File: config.mk
export PLATFORM = sky130hd
export DESIGN_NAME = add32_operand_loader
export DESIGN_NICKNAME = d
export VERILOG_FILES = /design/src/rtl/add32_operand_loader.sv
export SDC_FILE = /design/constraint.sdc
export NUM_CORES = 1
export LEC_CHECK = 0
export ABC_AREA = 0
export BUFFER_PORTS_ARGS = -buffer_cell sky130_fd_sc_hd__buf_2
export CAP_MARGIN = 10
export CORE_ASPECT_RATIO = 0.75
export CORE_MARGIN = 2
export CORE_UTILIZATION = 49
export CTS_CLUSTER_DIAMETER = 100
export DETAILED_ROUTE_END_ITERATION = 16
export PLACE_DENSITY_LB_ADDON = 0.25
export SYNTH_ARGS = -nofsm -noshare
export SYNTH_HDL_FRONTEND = slang
export SYNTH_SLANG_ARGS = --single-unit
File: constraint.sdc
create_clock -name clk -period 3.83 [get_ports clk]
set_input_delay 0.383 -clock clk [delete_from_list [all_inputs] [get_ports clk]]
set_output_delay 0.383 -clock clk [all_outputs]
set_load 0.05 [all_outputs]
File: src/rtl/add32_operand_loader.sv
// Byte-serial operand loader and result register for the 32-bit carry-select adder.
// Optional macro ADD32_LOADER_MSB_FIRST_EN selects MSB-first byte placement.
module add32_operand_loader (
    input  logic        clk,
    input  logic        rst,
    input  logic [7:0]  in_data,
    input  logic        in_valid,
    output logic        in_ready,
    output logic [31:0] op_a,
    output logic [31:0] op_b,
    input  logic [31:0] sum_in,
    output logic [31:0] out_sum,
    output logic        out_valid,
    input  logic        out_ready,
    output logic [1:0]  dbg_state
);

    // Valid/ready: a transfer happens on a rising edge where both valid and ready are high;
    // a source keeps its data stable until then, and ready never depends on the same-cycle valid.
    typedef enum logic [1:0] {
        LOAD_A = 2'd0,
        LOAD_B = 2'd1,
        ADD    = 2'd2,
        HOLD   = 2'd3
    } state_t;

    state_t     state_q;
    state_t     state_d;
    logic [1:0] byte_cnt_q;
    logic [1:0] lane;
    logic       accept;

`ifdef ADD32_LOADER_MSB_FIRST_EN
    assign lane = 2'd3 - byte_cnt_q;
`else
    assign lane = byte_cnt_q;
`endif

    assign accept    = in_valid && in_ready;
    assign dbg_state = state_q;

    always_comb begin
        state_d  = state_q;
        in_ready = 1'b0;
        case (state_q)
            LOAD_A: begin
                in_ready = 1'b1;
                if (in_valid && byte_cnt_q == 2'd3) state_d = LOAD_B;
            end
            LOAD_B: begin
                in_ready = 1'b1;
                if (in_valid && byte_cnt_q == 2'd3) state_d = ADD;
            end
            ADD:     state_d = HOLD;
            HOLD: begin
                if (out_valid && out_ready) state_d = LOAD_A;
            end
            default: state_d = LOAD_A;
        endcase
    end

    always_ff @(posedge clk or posedge rst) begin
        if (rst) state_q <= LOAD_A;
        else     state_q <= state_d;
    end

    always_ff @(posedge clk or posedge rst) begin
        if (rst) begin
            byte_cnt_q <= 2'd0;
            op_a       <= 32'd0;
            op_b       <= 32'd0;
            out_sum    <= 32'd0;
            out_valid  <= 1'b0;
        end else begin
            // The counter wraps 3->0 on the byte that moves the FSM to the next operand.
            if (accept) begin
                byte_cnt_q <= byte_cnt_q + 2'd1;
                if (state_q == LOAD_A) op_a[{lane, 3'b000} +: 8] <= in_data;
                else                   op_b[{lane, 3'b000} +: 8] <= in_data;
            end
            if (state_q == ADD) begin
                out_sum   <= sum_in;
                out_valid <= 1'b1;
            end
            if (state_q == HOLD && out_valid && out_ready) out_valid <= 1'b0;
        end
    end

endmodule

# == Word-level counts from Yosys, hierarchy flattened ==
# Index checks and enable logic that the tools add are counted.
# op_classes
add_sub_neg,2
eq_ne,7
shift,2
mux,9
bitwise_logic,1
n_reduce_logical,11
# ops
op,n
bitwise mux 32 bit,2
variable shift 8 x 7 -> 32 bit (first input constant),1
variable part select 8 x 7 -> 32 bit,1
case mux 2 bit (4 select lines),1
negator 5 -> 7 bit,1
equality test 2 bit (second input constant),3
two-way mux 2 bit,3
!= test 2 bit (second input constant),3
logical AND 1 bit,5
AND reduction 2 bit,2
two-way mux 1 bit,3
AND reduction 3 bit,1
adder 2 x 1 -> 2 bit (second input constant),1
equality test 2 x 1 -> 1 bit (second input constant),1
zero test 2 bit,1
nonzero test 2 bit,1
OR reduction 2 bit,1
inverter 1 bit,1
# totals
ff_bits,101
in_bits,44
elab_cells,38

# == Logic depth before layout (Yosys ltp) ==
# depth
word_depth,5
depth_mapped,7

# == Worst setup path before layout ==
# Ideal clock, no wire load.
# synth_timing
path_kind,register to register
startpoint,"register state_q[1], in the netlist dbg_state[1]"
endpoint,"register state_q[1], in the netlist dbg_state[1]"
t_arrival_ns,2.055
t_required_ns,3.705
path_slack_ns,1.650
path_stages_with_launch,6
n_path_buf,0
period_less_slack_ns,2.180
cell_sequence,dfrtp_1 -> inv_1 -> ha_1 -> or2_2 -> a22oi_4 -> mux2_2
# synth_between
elab_chain_cells,3
word_cells_on_any_way,9
# synth_rtl
element,line,text
"start, declared",27,state_t state_q;
"start signal, assigned",64,else state_q <= state_d;
equality test 2 bit (tied with other cells),45,case (state_q)
!= test 2 bit (no line),--,
AND reduction 3 bit (no line),--,
# Several ways; a longest one is shown, not always the timed one.
# A chain may end at the register's enable or synchronous reset.

# == Worst setup path after layout ==
# layout_timing
startpoint,"register state_q[0], in the netlist dbg_state[0]"
endpoint,output in_ready
# layout_between
elab_chain_cells,3
word_cells_on_any_way,4
# layout_rtl
element,line,text
equality test 2 x 1 -> 1 bit / zero test 2 bit (equally long branches),45,
OR reduction 2 bit (no line) (*),--,
two-way mux 1 bit (*),45,
"end, declared",8,"output logic in_ready,"
# Mark *: on every way between the ends. The rest lies on a longest branch, timed or not.

==> results <==
- The register bit count reported by yosys is 101.
- The worst setup path is captured at an output port.
- The Yosys step of the flow raised 0 warnings.
- The residual antenna-violating net count after detailed routing is 0.
- The wire length of the first global-routing pass is 14800 µm.
- Buffers placed on the I/O ports in this run total 143.
- The cell accounting for the most synthesized area is sky130_fd_sc_hd__dfrtp_1.
- At the pin with the least slew margin, the transition time is 666 ps.
- The final-layout worst hold slack is 116 ps.
- The final count of pins violating max slew is 0.
- Headroom to the max-slew limit came out at 55.6%.
- The maximum level of the CTS H-tree is 3.
- The reported max-cap violation count is 0.
- The number of remaining DRC errors is 0.
- Once placement completed, the tool counted placed cells totaling 566.
- The required time at the worst-slack endpoint is 3450 ps.
- Setup violations remaining at the end of the flow were counted as 0.
- The number of hold buffers added after cts is 0.
- The sum of net half-perimeters after detailed placement is 6420 µm.
- Among all flip-flop cells after synthesis, the most frequent one is sky130_fd_sc_hd__dfrtp_1.
- The violation count after the first detailed-route iteration is 171.
- After detailed routing, the number of vias per cell comes to 5.14.
- Entering global routing, the biggest net connects 55 pins.
- The die outline area is 9040 µm².
- Based on the critical path, the design can be clocked at up to 0.448 GHz.
- The first TritonRoute pass finished after 5 iterations.
- The average footprint of a synthesized cell is 12.4 µm².
- The number of fill cells in the layout is 661.
- The number of buffers added by the clock tree synthesis step is 9.
- The clock tree from TritonCTS is done.
- The clock insertion delay at the later pin of the skew report is 360 ps.
- The worst slack at placement is 1830 ps.
- The number of enable-type register cells in the synthesized netlist is 0.
- The startpoint identified for the worst register-to-register timing path is byte_cnt_q[0].
- Adding up every negative setup slack in the final design gives 0 ps.
- The worst-case setup margin in the final layout is 1600 ps.
- After clock tree synthesis, the clock-pin slew on the worst setup and hold paths is 90 ps.
- The via total after detailed routing is 2989.
- Of the cells placed in the final design, the portion with a size suffix greater than 1 is 44.2%.
- The synthesized instance count is 328.
- The I/O pin count is 144.
- STA classifies the critical path startpoint as a flip-flop.
- The endpoint identified for the worst register-to-register timing path is op_a[22].
- In this run the horizontal extent of the chip is 109 µm.
- The synthesized netlist net count is 382.
- The number of antenna violations at the first check in global routing is 0.
- The clock sink count is 101.
- The count of non-filler cells in the finished layout is 582.
- The total inserted antenna cells is 0.
- Summing all multi-input logic gate instances after layout gives 1440 µm².
- At the worst endpoint, the arrival time is 1850 ps.
- Setup repair after global routing left no endpoint under its margin.
- The path class of the tightest hold or removal check is in -> async.
- Yosys mapped the design onto 29 distinct sky130hd cell types.
- The height of the die is 82.8 µm.
- The dominant cell by count in the synthesized netlist is sky130_fd_sc_hd__dfrtp_1.
- The placement row count is 28.
- The post-cts gate resize count is 0.
- The via count of the first global-routing pass is 2893.
- The CTS root buffer is sky130_fd_sc_hd__clkbuf_8.
- After synthesis, the largest area contributor takes up 62.2% of total cell area.
- The number of post-CTS setup repair buffers is 0.
- The maximum fanout count along the critical path is 11.
- The relative area change from synthesis to final layout is 25.1%.
- The net count reported at finish is 526.
- Sorting the synthesized cells by area gives the leading types as sky130_fd_sc_hd__dfrtp_1, sky130_fd_sc_hd__mux2_2, sky130_fd_sc_hd__nand2_1.
- The sequential cell area is 2530 µm².
- The worst register-to-register path has a depth of 5.
- By count the netlist is led by sky130_fd_sc_hd__dfrtp_1, sky130_fd_sc_hd__nand2_1, sky130_fd_sc_hd__o21ai_0, sky130_fd_sc_hd__mux2_2, sky130_fd_sc_hd__ha_1.
- The maximum clock skew at final layout is 7.25 ps.
- After synthesis, the share of flip-flops with an asynchronous set or reset is 100%.
- The start point of the critical path is dbg_state[0].
- The post-synthesis instance area is 4060 µm².
- For this run, the total global-route usage over all layers was measured as 21.1%.
- The final estimated routing congestion in global placement is 0.814.
- The sequential element share of the synthesized area is 62.2%.
- The flow ran to the end, and the final reports show no timing, DRC or antenna violations.
- The setup path with the least slack is of type reg -> out.
- After global routing the overflow that remains totals 0.
- The number of hold violations in the final report is 0.
- The total core area is 7950 µm².
- The post-detailed-routing wire length is 9050 µm.
- The final cycle utilization of the critical path is 58.3%.
- The maximum clock path buffer count is 2.
- The internal reg-to-reg setup slack is 1830 ps.
- The smallest clock period supported by the final layout is computed as 2230 ps.
- The starting utilization of the core area is 51.1%.
- In the final routed layout, each cell accounts on average for 15.5 µm.
-- worst max path at each step --
| stage | to | slack, ps |
|---|---|---|
| 3_3_place_gp | op_a[12] | 1950 |
| 4_1_cts | in_ready | 1570 |
| 6_report | in_ready | 1600 |
| 2_1_floorplan | byte_cnt_q[0] | 800 |
| 3_5_place_dp | op_a[16] | 1830 |
| 5_1_grt | in_ready | 1460 |
-- registers in the layout, indices dropped and copies added, names as in the netlist --
register,cells
byte_cnt_q,2
dbg_state,2
out_sum,32
out_valid,1
op_b,32
op_a,32
-- per-layer routing --
layer | up-vias | part of all wire, % | global-route usage (%)
met5 | - | 0 | 0
li1 | 1424 | - | -
met2 | 107 | 44 | 29.4
met3 | 9 | 8.0 | 6.91
met4 | 0 | 1.1 | 4.55
met1 | 1449 | 47 | 32.2
-- worst max-delay path, stage by stage, from the launching register on --
cell and delay [ps]:
sky130_fd_sc_hd__dfrtp_1 420, sky130_fd_sc_hd__inv_1 140, sky130_fd_sc_hd__ha_1 430, sky130_fd_sc_hd__or2_2 230
sky130_fd_sc_hd__buf_2 280
-- cells by family (layout without fill, tap and decap cells) --
group | Yosys count | after routing | synth area share (%)
AOI/OAI and AO/OA | 66 | 66 | 10.3
DFF | 101 | 101 | 62.2
xor gates and xnor gates | 1 | 1 | 0.216
adders and majority gates | 10 | 10 | 3.08
muxes | 35 | 35 | 9.68
buffers and inverters | 18 | 167 | 2.22
and+or+nand+nor | 97 | 97 | 12.3
-- metrics by stage --
step | cell area, µm² | utilization (%)
after floorplan | 4060 | -
after global placement | 4860 | 61.1
after detailed placement | 4860 | 61.1
after CTS | 5080 | 63.8
after global routing | 5080 | 63.8
final | 5080 | 63.8
-- cell usage in the layout (no fill, tap or decap), types with 2 or more instances in the layout --
cell type | synthesis | final
sky130_fd_sc_hd__nand2_1 | 76 | 76
sky130_fd_sc_hd__ha_1 | 10 | 10
sky130_fd_sc_hd__a22o_2 | 7 | 7
sky130_fd_sc_hd__clkbuf_8 | 0 | 9
sky130_fd_sc_hd__o21ai_0 | 42 | 42
sky130_fd_sc_hd__clkbuf_1 | 2 | 2
sky130_fd_sc_hd__dfrtp_1 | 101 | 101
sky130_fd_sc_hd__buf_2 | 9 | 143
sky130_fd_sc_hd__and2b_1 | 3 | 3
sky130_fd_sc_hd__bufinv_16 | 0 | 2
sky130_fd_sc_hd__nand3_1 | 4 | 4
sky130_fd_sc_hd__o21ai_1 | 6 | 6
sky130_fd_sc_hd__inv_1 | 5 | 4
sky130_fd_sc_hd__nand4b_1 | 4 | 4
sky130_fd_sc_hd__a22o_1 | 9 | 9
sky130_fd_sc_hd__nor2_1 | 2 | 2
sky130_fd_sc_hd__mux2_2 | 34 | 34
sky130_fd_sc_hd__buf_4 | 1 | 3
sky130_fd_sc_hd__clkinv_4 | 0 | 2
-- layout make-up --
type | instances | share of cell area, %
flip-flops and latches | 101 | 49.8
multi-input cells | 209 | 28.4
inverters | 5 | 0.419
repair buffers | 146 | 14.5
clock buffers | 11 | 2.59
well taps | 105 | 2.59
clock inverters | 5 | 1.68
Power is left out: the tool's default activity adds up to more than one toggle a clock period on the data nets, which glitch-free logic cannot reach.
